### src/rtl/pool_seq_ctrl.sv
// pool_seq_ctrl: pooling datapath control/config word sequencer; POOL_CTRL_PAD_EN enables appended zero pad rows
module pool_seq_ctrl #(
  parameter int NUM_PE          = 4,
  parameter int CTRL_WIDTH      = 7,
  parameter int CFG_WIDTH       = 3,
  parameter int STRIDE_WIDTH    = 2,
  parameter int COUNTER_WIDTH   = 4,
  parameter int ROW_COUNT_WIDTH = 6,
  parameter int SHIFT_LAT       = 2,
  parameter int RF_POP_LAT      = 2,
  parameter int OUT_LAT         = 4
) (
  input  logic                       clk,
  input  logic                       reset,
  input  logic                       start,
  input  logic                       cfg_kernel3,
  input  logic [STRIDE_WIDTH-1:0]    cfg_stride,
  input  logic [COUNTER_WIDTH-1:0]   cfg_words_per_row,
  input  logic [ROW_COUNT_WIDTH-1:0] cfg_out_rows,
  input  logic [1:0]                 cfg_pad_rows,
  input  logic                       pool_ready,
  input  logic                       out_ready,
  output logic [CTRL_WIDTH-1:0]      ctrl,
  output logic [CFG_WIDTH-1:0]       cfg,
  output logic                       busy,
  output logic                       done
);
  localparam logic [2:0] IDLE = 3'd0, WAIT = 3'd1, ISSUE = 3'd2, DRAIN = 3'd3, DONE = 3'd4;
  localparam int SW = $clog2(NUM_PE);
  localparam int DW = $clog2(OUT_LAT + 1);
  localparam int RW = ROW_COUNT_WIDTH + 2;
  logic [2:0] state;
  logic k3_l, bub;
  logic [STRIDE_WIDTH-1:0] stride_l;
  logic [COUNTER_WIDTH-1:0] words_l, word_cnt;
  logic [ROW_COUNT_WIDTH-1:0] rows_l, orow;
  logic [1:0] krow, kmax;
  logic [SW-1:0] slot, slot_last;
  logic [DW-1:0] dcnt;
  logic [SHIFT_LAT-1:0] sh_dl;
  logic [RF_POP_LAT-1:0] rf_dl;
  logic [OUT_LAT-1:0] mux_dl, push_dl, val_dl;
  logic issue, word_end, k_first, k_last, w_last, r_last, layer_last, pad_cur;
  assign kmax = k3_l ? 2'd2 : 2'd1;
  assign slot_last = (stride_l == STRIDE_WIDTH'(2)) ? SW'(NUM_PE / 2 - 1) : SW'(NUM_PE - 1);
  assign issue = state == ISSUE;
  assign word_end = issue && slot == slot_last;
  assign k_first = krow == 2'd0;
  assign k_last = krow == kmax;
  assign w_last = word_cnt == words_l - COUNTER_WIDTH'(1);
  assign r_last = orow == rows_l - ROW_COUNT_WIDTH'(1);
  assign layer_last = w_last && k_last && r_last;
`ifdef POOL_CTRL_PAD_EN
  logic [1:0] pad_l;
  logic [RW-1:0] irow, real_rows;
  assign real_rows = RW'(rows_l) * (k3_l ? RW'(3) : RW'(2)) - RW'(pad_l);
  assign pad_cur = irow >= real_rows;
  always_ff @(posedge clk or negedge reset)
    if (!reset) begin
      pad_l <= '0;
      irow <= '0;
    end else if (state == IDLE && start) begin
      pad_l <= cfg_pad_rows;
      irow <= '0;
    end else if (word_end && w_last) irow <= irow + RW'(1);
`else
  logic unused_pad;
  assign unused_pad = ^cfg_pad_rows;
  assign pad_cur = 1'b0;
`endif
  always_ff @(posedge clk or negedge reset)
    if (!reset) begin
      state <= IDLE;
      k3_l <= 1'b0;
      stride_l <= '0;
      words_l <= '0;
      rows_l <= '0;
      word_cnt <= '0;
      krow <= '0;
      orow <= '0;
      slot <= '0;
      dcnt <= '0;
      bub <= 1'b0;
    end else
      case (state)
        IDLE: if (start) begin
          k3_l <= cfg_kernel3;
          stride_l <= cfg_stride;
          words_l <= cfg_words_per_row;
          rows_l <= cfg_out_rows;
          word_cnt <= '0;
          krow <= '0;
          orow <= '0;
          bub <= 1'b0;
          state <= (cfg_words_per_row == '0 || cfg_out_rows == '0) ? DONE : WAIT;
        end
        WAIT: if (bub) bub <= 1'b0;
          else if ((pool_ready || pad_cur) && out_ready) begin
            slot <= '0;
            state <= ISSUE;
          end
        ISSUE: if (!word_end) slot <= slot + SW'(1);
          else begin
            word_cnt <= w_last ? '0 : word_cnt + COUNTER_WIDTH'(1);
            krow <= !w_last ? krow : k_last ? 2'd0 : krow + 2'd1;
            orow <= (w_last && k_last) ? orow + ROW_COUNT_WIDTH'(1) : orow;
            bub <= slot_last == '0;
            dcnt <= '0;
            state <= layer_last ? DRAIN : WAIT;
          end
        DRAIN: begin
          dcnt <= dcnt + DW'(1);
          if (dcnt == DW'(OUT_LAT - 1)) state <= DONE;
        end
        default: state <= IDLE;
      endcase
  always_ff @(posedge clk or negedge reset)
    if (!reset) begin
      sh_dl <= '0;
      rf_dl <= '0;
      mux_dl <= '0;
      push_dl <= '0;
      val_dl <= '0;
    end else begin
      sh_dl <= (sh_dl << 1) | SHIFT_LAT'(issue && slot != '0);
      rf_dl <= (rf_dl << 1) | RF_POP_LAT'(issue && !k_first);
      mux_dl <= (mux_dl << 1) | OUT_LAT'(issue && k_first);
      push_dl <= (push_dl << 1) | OUT_LAT'(issue && !k_last);
      val_dl <= (val_dl << 1) | OUT_LAT'(issue && k_last);
    end
  assign ctrl = {issue && pad_cur, val_dl[OUT_LAT-1], mux_dl[OUT_LAT-1], rf_dl[RF_POP_LAT-1],
                 push_dl[OUT_LAT-1], issue && slot == '0, sh_dl[SHIFT_LAT-1]};
  assign cfg = {k3_l, stride_l};
  assign busy = (state == IDLE && start) || state == WAIT || state == ISSUE || state == DRAIN;
  assign done = state == DONE;
endmodule

### config.mk
export PLATFORM = sky130hd
export DESIGN_NAME = pool_seq_ctrl
export DESIGN_NICKNAME = d
export VERILOG_FILES = /design/src/rtl/pool_seq_ctrl.sv
export SDC_FILE = /design/constraint.sdc
export NUM_CORES = 1
export LEC_CHECK = 0
export BUFFER_PORTS_ARGS = -buffer_cell sky130_fd_sc_hd__buf_4
export CAP_MARGIN = 20
export CORE_AREA = 2 2 74 76
export CTS_BUF_LIST = sky130_fd_sc_hd__clkbuf_8
export DETAILED_ROUTE_END_ITERATION = 10
export DIE_AREA = 0 0 76 78
export HOLD_SLACK_MARGIN = 0.15
export PLACE_DENSITY = 0.69
export SYNTH_ARGS = -nofsm -noshare
export SYNTH_HDL_FRONTEND = slang
export SYNTH_SLANG_ARGS = --single-unit
### constraint.sdc
create_clock -name clk -period 2.15 [get_ports clk]
set_clock_uncertainty 0.05 [all_clocks]
set_input_delay 0.43 -clock clk [delete_from_list [all_inputs] [get_ports clk]]
set_output_delay 0.43 -clock clk [all_outputs]
set_load 0.01 [all_outputs]
==> results of run 1 <==
## cells in the final DEF (no fill, tap or decap), types with 2 or more instances in the layout
cell type	count
a21oi_1	4
a31oi_1	8
and2_1	2
and3_1	2
buf_4	39
clkbuf_8	5
dfrtp_1	49
ha_1	7
inv_1	9
inv_2	2
mux2_1	10
mux2i_1	2
nand2_1	27
nand2b_1	5
nand3_1	7
nand3b_1	2
nand4_1	4
nor2_1	13
nor2b_1	2
nor3_1	9
nor3b_1	2
nor4_1	4
o21ai_0	3
o21ai_1	12
o32ai_1	2
or3_1	5
xnor2_1	7
xor2_1	4
## worst min-delay path by stage
stage,depth (start not counted),end,slack (ns)
floorplan,0,dcnt[0],0.08
global placement,0,rf_dl[1],0.28
detailed placement,0,val_dl[2],0.29
CTS,2,k3_l,0.28
global route,2,words_l[3],0.28
finish,2,k3_l,0.28
## cells by family (layout without fill, tap and decap cells)
family	after synthesis	after routing
AOI/OAI and AO/OA	37	37
xor gates and xnor gates	12	12
adders and majority gates	8	8
buffers and inverters	28	61
DFF	49	49
muxes	13	13
other	1	1
and+or+nand+nor	89	89
## flip-flops by register name, indices dropped and copies added (netlist names)
| name | count |
|---|---|
| slot | 2 |
| orow | 6 |
| sh_dl | 2 |
| push_dl | 4 |
| mux_dl | 4 |
| rf_dl | 2 |
| word_cnt | 4 |
| words_l | 4 |
| stride_l | 2 |
| val_dl | 4 |
| krow | 2 |
| state | 3 |
| rows_l | 6 |
| k3_l | 1 |
| dcnt | 3 |
## layer usage
metal,vias to the layer above,wire length [µm],share of wire
met5,-,0,0
met4,0,55,0.013
met3,6,171,0.039
met2,38,2050,0.47
met1,853,2105,0.48
li1,884,-,-
## repair_timing
action                                 4_1_cts  5_1_grt
gates resized for setup                      0        4
pin swaps                                    2        7
hold buffers                                 1        0
setup buffers                                0        1
endpoints found under the hold margin       49        0
setup endpoints to repair                    4        4
## per-stage QoR
stage | setup slack (ns) | instances | cell area [µm²]
2_1_floorplan | 0.005664 | 237 | 2455
3_3_place_gp | 0.03895 | 330 | 2746
3_5_place_dp | -0.03131 | 330 | 2746
4_1_cts | 0.05462 | 339 | 2854
5_1_grt | 0.009151 | 340 | 2868
6_report | 0.1324 | 340 | 2868
## worst max-delay path, delay by kind of cell, from the launching register on
family	cells	cell delay [ns]
compound gates	1	0.13
buf+inv	2	0.22
flops	1	0.40
simple gates	3	0.72
xor+xnor	1	0.25
fa+ha+maj	1	0.16
## cell usage after synthesis, types with 5 or more instances
master    count
nand2b_1      5
mux2_1       10
xnor2_1       7
clkbuf_1      7
a31oi_1       8
nor3_1        9
nor2_1       13
buf_4         7
nand3_1       7
nand2_1      27
o21ai_1      12
or3_1         5
inv_1        11
ha_1          8
dfrtp_1      49
## layout make-up
| class | instances | area (µm²) |
|---|---|---|
| well taps | 70 | 87.58 |
| clock buffers | 5 | 68.82 |
| clock inverters | 3 | 28.78 |
| multi-input cells | 160 | 1097 |
| flip-flops and latches | 49 | 1226 |
| fillers | 443 | 2175 |
| repair buffers | 41 | 314.1 |
| inverters | 12 | 45.04 |
## report_power, final
| group | switching (mW) | internal [mW] | leakage, nW |
|---|---|---|---|
| Sequential | 0.273 | 1.24 | 0.641 |
| Clock | 0.337 | 0.244 | 0.0506 |
| Combinational | 0.837 | 0.795 | 0.608 |
==> summary.md, run 1 <==
| Metric | Value |
|---|---|
| Status | finished, final reports clean |
| Post-synth EDFFs | 0 |
| Top-area cell type share of the netlist area | 0.4995 |
| Cell Rows | 26 |
| Slowest CP cell | dfrtp_1 |
| Synth top area cells | dfrtp_1 50%, mux2_1 4.6%, nand2_1 4.1%, ha_1 4.1%, xnor2_1 2.5% |
| Post-synthesis net count | 265 |
| Final HPWL DP | 3183 µm |
| Ys async rst share | 1.000 |
| Initial antenna violation count | 0 |
| Vias in the first global route | 1,649 |
| Period minus WS final | 2.018 ns |
| F_max | 0.4956 GHz |
| Ys flop type | dfrtp_1 |
| DR vias | 1,781 |
| Final Hold Fails | 0 |
| Reg2reg end | orow[2] |
| Met2 usage | 0.2580 |
| Required time of the worst setup path | 2.33 ns |
| Synthesized cell area | 2455 µm² |
| Synth cell types | 45 |
| Post-layout utilization of the core | 0.5687 |
| DR WL/cell | 12.89 µm |
| Placeable Area | 5042 µm² |
| Total power | 3.722 mW |
| Num ports | 32 |
| Chip Height | 78 µm |
| Final setup violation count | 0 |
| Wire length of the first global-routing pass | 7562 µm |
| Peak supply drop | 633.2 µV |
| R2r startpoint | words_l[1] |
| Met1 Resource Use GR | 0.2173 |
| All-Layer GR Usage | 0.1595 |
| Worst-path fanout max | 7 |
| GR Overflow Total | 0 |
| DRC viols | 0 |
| Clock latency on the worst-skew pair | 0.31 ns |
| Yosys reg bits | 49 |
| Slowest stage delay, CP | 0.40 ns |
| Final Hold Slack | 0.2818 ns |
| Largest net degree at the start of global routing | 50 |
| Post-synthesis simple-gate area fraction | 0.1952 |
| Iter 0 DRT Violations | 95 |
| Synth Area in XOR/XNOR | 0.04893 |
| CTS tree | yes |
| Post-synthesis adder-cell area fraction | 0.04077 |
| Initial core utilization | 0.4868 |
| CTS Sinks | 49 |
| Worst Setup EP | orow[2] |
| Leak | 1.300 nW |
| Seq/Total Area, Yosys | 0.4995 |
| Worst-Margin Slew | 0.6111 ns |
| Synthesized instance count | 237 |
| DR vias/cell | 5.238 |
| Placer Congestion | 0.8060 |
| Antenna Nets Post-Route | 0 |
| NumNets Final | 297 |
| RSZ-0062 raised after global routing | no |
| Critical path launch point | words_l[1] |
| Drt first pass iters | 4 |
| Worst setup EP type | flip-flop |
| M3 GR Usage | 0.03372 |
| Crit path DAT | 2.19 ns |
| MaxCap Viol Count | 0 |
| Crit-path cells | inv_2 -> ha_2 -> xor3_1 -> nor3_4 -> nand4_4 -> buf_6 -> or3_1 -> a31oi_1 |
| Worst reg-to-reg path cell count | 8 |
| Max clock buf depth | 2 |
| Hold Startpoint | cfg_kernel3 |
| Root Driver | clkbuf_8 |
| Worst reg-to-reg setup slack | 0.13 ns |
| Final period utilization | 0.9384 |
| Busiest layer in global routing | met2 |
| Post-synthesis mux area share | 0.06320 |
| Die area | 5928 µm² |
| PD cells | 1298 nW/µm² |
| Yosys top cell by area | dfrtp_1 |
| Area delta synth->final | 16.82% |
| Synthesized area per cell | 10.36 µm² |
| Compound-cell area share of the yosys netlist | 0.09633 |
| Slew margin rel. | 0.5926 |
| Final Max Tran Viols | 0 |
| Layout cells sized above 1 | 0.2111 |
| CP Launch Type | flip-flop |
| Setup_tns | 0 ns |
| H-tree depth | 2 |
| Crit Path Class | flip-flop to flip-flop |
| Clk slew on worst S/H paths | 0.10 ns |
| Hold crit path type | primary input to flip-flop |
| Combinational family with the most area after synthesis | simple AND/OR/NAND/NOR gates |
| DRT Wirelength | 4382 µm |
| # diodes | 0 |
| Die span in x | 76 µm |
| Cts bufs inserted | 5 |
| Synth warn | 0 |
| PortBufs | 28 |
Note: power is estimated with default switching activity, not from simulation.
==> inputs of run 2 (changes only) <==
--- a/config.mk
+++ b/config.mk
@@ -5,12 +5,13 @@
 export SDC_FILE = /design/constraint.sdc
 export NUM_CORES = 1
 export LEC_CHECK = 0
+export ABC_AREA = 1
 export BUFFER_PORTS_ARGS = -buffer_cell sky130_fd_sc_hd__buf_4
 export CAP_MARGIN = 20
-export CORE_AREA = 2 2 74 76
+export CORE_AREA = 2 2 75 77
 export CTS_BUF_LIST = sky130_fd_sc_hd__clkbuf_8
 export DETAILED_ROUTE_END_ITERATION = 10
-export DIE_AREA = 0 0 76 78
+export DIE_AREA = 0 0 77 79
 export HOLD_SLACK_MARGIN = 0.15
 export PLACE_DENSITY = 0.69
 export SYNTH_ARGS = -nofsm -noshare
==> run 2 against run 1 <==
- non-clock buffer count shrank 10
- clock-buffer cell count is the same
- flip-flop and latch count is the same
- combinational power shrank 5%
- sequential share of layout area shrank 0.19 points
- first-iteration DRC count shrank 7.4%
- synthesized cell count grew 33%
- via count grew 9.9%
- final area grew 0.44%
- critical path type is now flip-flop to primary output
- largest cell class unchanged
- highest routed layer unchanged
==> summary.md, run 2 <==
| Metric | Value |
|---|---|
| Status | finished, final reports clean |
| Required time of the worst setup path | 1.67 ns (-0.66 ns) |
| Slew margin rel. | 0.6004 (+0.007817) |
| Net Switching | 1.458 mW (+0.73%) |
| Commonest cells after routing, fill and taps aside | 79 x nand2_1, 50 x inv_1, 49 x dfrtp_1 |
| Synthesized instance count | 315 (+33%) |
| All-Layer GR Usage | 0.1727 (+0.01323) |
| GR Overflow Total | 0 (unchanged) |
| Hold_buf cts | 1 (unchanged) |
| Post-synthesis net count | 343 (+29%) |
| DRT Wirelength | 4518 µm (+3.1%) |
| Top-area cell type share of the netlist area | 0.4828 (-0.01673) |
| Die area | 6083 µm² (+2.6%) |
| Fill cell count | 544 (+23%) |
| Worst reg-to-reg path cell count | 9 (+1) |
| Final Hold Fails | 0 (unchanged) |
| Commonest non-fill, non-tap cell in the layout | nand2_1 |
| CTS Sinks | 49 (unchanged) |
| Cts bufs inserted | 5 (unchanged) |
| Crit-path cells | inv_2 -> nand3_2 -> buf_4 -> nor2_1 -> buf_4 |
| Seq pwr share | 0.403 (-0.002) |
| Synth cell types | 32 (-29%) |
| Final HPWL DP | 3385 µm (+6.3%) |
| DR WL/cell | 10.89 µm (-16%) |
| Worst-Margin Slew | 0.5994 ns (-0.01173 ns) |
| PostCTS Resize Cnt | 0 (unchanged) |
| F_max | 0.5394 GHz (+8.8%) |
| Leak | 1.530 nW (+18%) |
| Pint | 2.035 mW (-11%) |
| Synth warn | 0 (unchanged) |
| Worst-path fanout max | 13 (+6) |
| Worst setup EP type | primary output |
| CP delay by family, top | flip-flops |
| Total power | 3.493 mW (-6.2%) |
| Hold depth | 0 (-2) |
| CP Launch Type | flip-flop |
| Stages on worst setup path | 5 (-3) |
| Slowest stage delay, CP | 0.44 ns (+0.04 ns) |
| Setup bufs post-CTS | 0 (unchanged) |
| Clock latency on the worst-skew pair | 0.31 ns (about the same) |
| Seq/Total Area, Yosys | 0.4828 (-0.01673) |
| RSZ-0062 raised after global routing | no |
| Hold crit path type | flip-flop to flip-flop |
| Synthesized cell area | 2540 µm² (+3.5%) |
| Largest registers | orow: 6 flops, rows_l: 6 flops |
| Peak supply drop | 725.4 µV (+15%) |
| Vias in the first global route | 1,840 (+12%) |
| DR vias/cell | 4.716 (-10%) |
| H-tree depth | 2 (unchanged) |
| Placer Congestion | 0.8343 (+3.5%) |
| Crit path DAT | 1.37 ns (-0.82 ns) |
| PortBufs | 28 (unchanged) |
| DRC viols | 0 (unchanged) |
| Period minus WS final | 1.854 ns (-0.1637 ns) |
| Iter 0 DRT Violations | 88 (-7.4%) |
| MaxCap Viol Count | 0 (unchanged) |
| Clk slew on worst S/H paths | 0.09 ns (about the same) |
| Num ports | 32 (unchanged) |
| Antenna Nets Post-Route | 0 (unchanged) |
| Die span in x | 77 µm (+1.3%) |
| Final setup violation count | 0 (unchanged) |
| Switching Share | 0.4175 (+0.02853) |
| Clock network fraction of design power | 0.152 (-0.004) |
| Initial core utilization | 0.4759 (-0.01099) |
| Synth top area cells | dfrtp_1 48%, nand2_1 12%, inv_1 7.2%, nor2_1 5.5%, ha_1 3.9% |
| Post-synth EDFFs | 0 (unchanged) |
| Chip Height | 79 µm (+1.3%) |
| Crit path top cell by count | buf_4 |
| Initial antenna violation count | 0 (unchanged) |
| Yosys reg bits | 49 (unchanged) |
| Final Max Tran Viols | 0 (unchanged) |
| Area occupied by multi-input gates | 1037 µm² (-5.5%) |
| # diodes | 0 (unchanged) |
| DR vias | 1,957 (+9.9%) |
| Slowest CP cell | dfrtp_1 |
| Yosys top cell by area | dfrtp_1 |
| NumNets Final | 370 (+25%) |
| Root Driver | clkbuf_8 |
| Bufs and invs on worst path | 3 (+1) |
| Comb pwr share | 0.445 (+0.006) |
| Wire length of the first global-routing pass | 8259 µm (+9.2%) |
| Synth top cells by count | 79 x nand2_1, 49 x dfrtp_1, 49 x inv_1 |
| CTS tree | yes |
| Synthesized area per cell | 8.063 µm² (-22%) |
| Setup_tns | 0 ns (unchanged) |
| Layout cells sized above 1 | 0.1516 (-0.05951) |
| Drt first pass iters | 4 (unchanged) |
| Crit Path Class | flip-flop to primary output |
| Placeable Area | 5338 µm² (+5.9%) |
| Final period utilization | 0.8623 (-0.07613) |
| Sequential cell area | 1226 µm² (unchanged) |
| Cell Rows | 27 (+3.8%) |
| Ys flop type | dfrtp_1 |
| Ys async rst share | 1.000 (unchanged) |
| Largest net degree at the start of global routing | 50 (unchanged) |
| Max clock buf depth | 2 (unchanged) |
| Most instantiated library cell after synthesis | nand2_1 |
| Area delta synth->final | 13.40% |
| PD cells | 1213 nW/µm² (-6.6%) |
-- run 2: changes by cell type in the layout (fill, tap and decap cells not counted), moves of 5 or more --
cell | previous run | this run
nor2_1 | 13 | 37
o21ai_0 | 3 | 13
nand2b_1 | 5 | 0
a31oi_1 | 8 | 0
nand3_1 | 7 | 17
nor3_1 | 9 | 2
or3_1 | 5 | 0
buf_4 | 39 | 30
nand2_1 | 27 | 79
mux2_1 | 10 | 0
inv_1 | 9 | 50
-- run 2: final timing paths --
| kind | from | to | slack (ns) |
|---|---|---|---|
| worst max-delay path | state[2] | ctrl[1] | 0.30 |
| worst min-delay path | push_dl[1] | push_dl[2] | 0.30 |
| worst min register to register | push_dl[1] | push_dl[2] | 0.30 |
| min in group asynchronous | reset | push_dl[3] | 0.61 |
| max in group asynchronous | reset | rows_l[0] | 1.02 |
| worst max register to register | words_l[0] | orow[0] | 0.43 |
-- run 2: layout make-up --
cell class	count	area share
Multi-Input combinational cell	202	0.3601
Inverter	53	0.07081
Timing Repair Buffer	31	0.08167
Clock buffer	5	0.02389
Tap cell	72	0.03128
Sequential cell	49	0.4257
Clock inverter	3	0.006516
-- run 2: metal layers --
layer / global-route usage / vias to the layer above / wire [µm] / share of wire
li1: - / 1010 / - / -
met1: 0.2305 / 903 / 2144 / 0.47
met2: 0.2763 / 36 / 2139 / 0.47
met3: 0.03636 / 8 / 153 / 0.034
met4: 0.07143 / 0 / 80 / 0.018
met5: 0 / - / 0 / 0
-- run 2: kinds of logic (layout without fill, tap and decap cells) --
| group | count (synthesis) | after routing | synth area share |
|---|---|---|---|
| flip-flops | 49 | 49 | 0.4828 |
| AND/OR/NAND/NOR | 146 | 146 | 0.2483 |
| XOR/XNOR | 11 | 11 | 0.03793 |
| AO/OA/AOI/OAI | 34 | 34 | 0.07242 |
| other | 1 | 1 | 0.001476 |
| multiplexers | 2 | 2 | 0.008866 |
| buffers and inverters | 64 | 92 | 0.1089 |
| adder cells (fa/ha/maj) | 8 | 8 | 0.03941 |
-- run 2: per-stage QoR --
stage | utilization | worst slack (ns) | cell area, µm² | std cells | hold slack (ns)
2_1_floorplan | - | 0.5720 | 2540 | 315 | 0.08441
3_3_place_gp | 0.5213 | 0.4489 | 2783 | 406 | 0.2824
3_5_place_dp | 0.5213 | 0.4426 | 2783 | 406 | 0.2847
4_1_cts | 0.5396 | 0.2850 | 2880 | 415 | 0.2981
5_1_grt | 0.5396 | 0.1902 | 2880 | 415 | 0.3096
6_report | 0.5396 | 0.2961 | 2880 | 415 | 0.3037
-- run 2: power groups by stage --
stage	combinational (mW)	sequential, mW	clock [mW]
6_report	1.55	1.41	0.532
5_1_grt	1.82	1.45	0.593
4_1_cts	1.57	1.41	0.557
3_5_place_dp	1.56	1.42	0
3_3_place_gp	1.52	1.42	0
2_1_floorplan	1.21	1.38	0
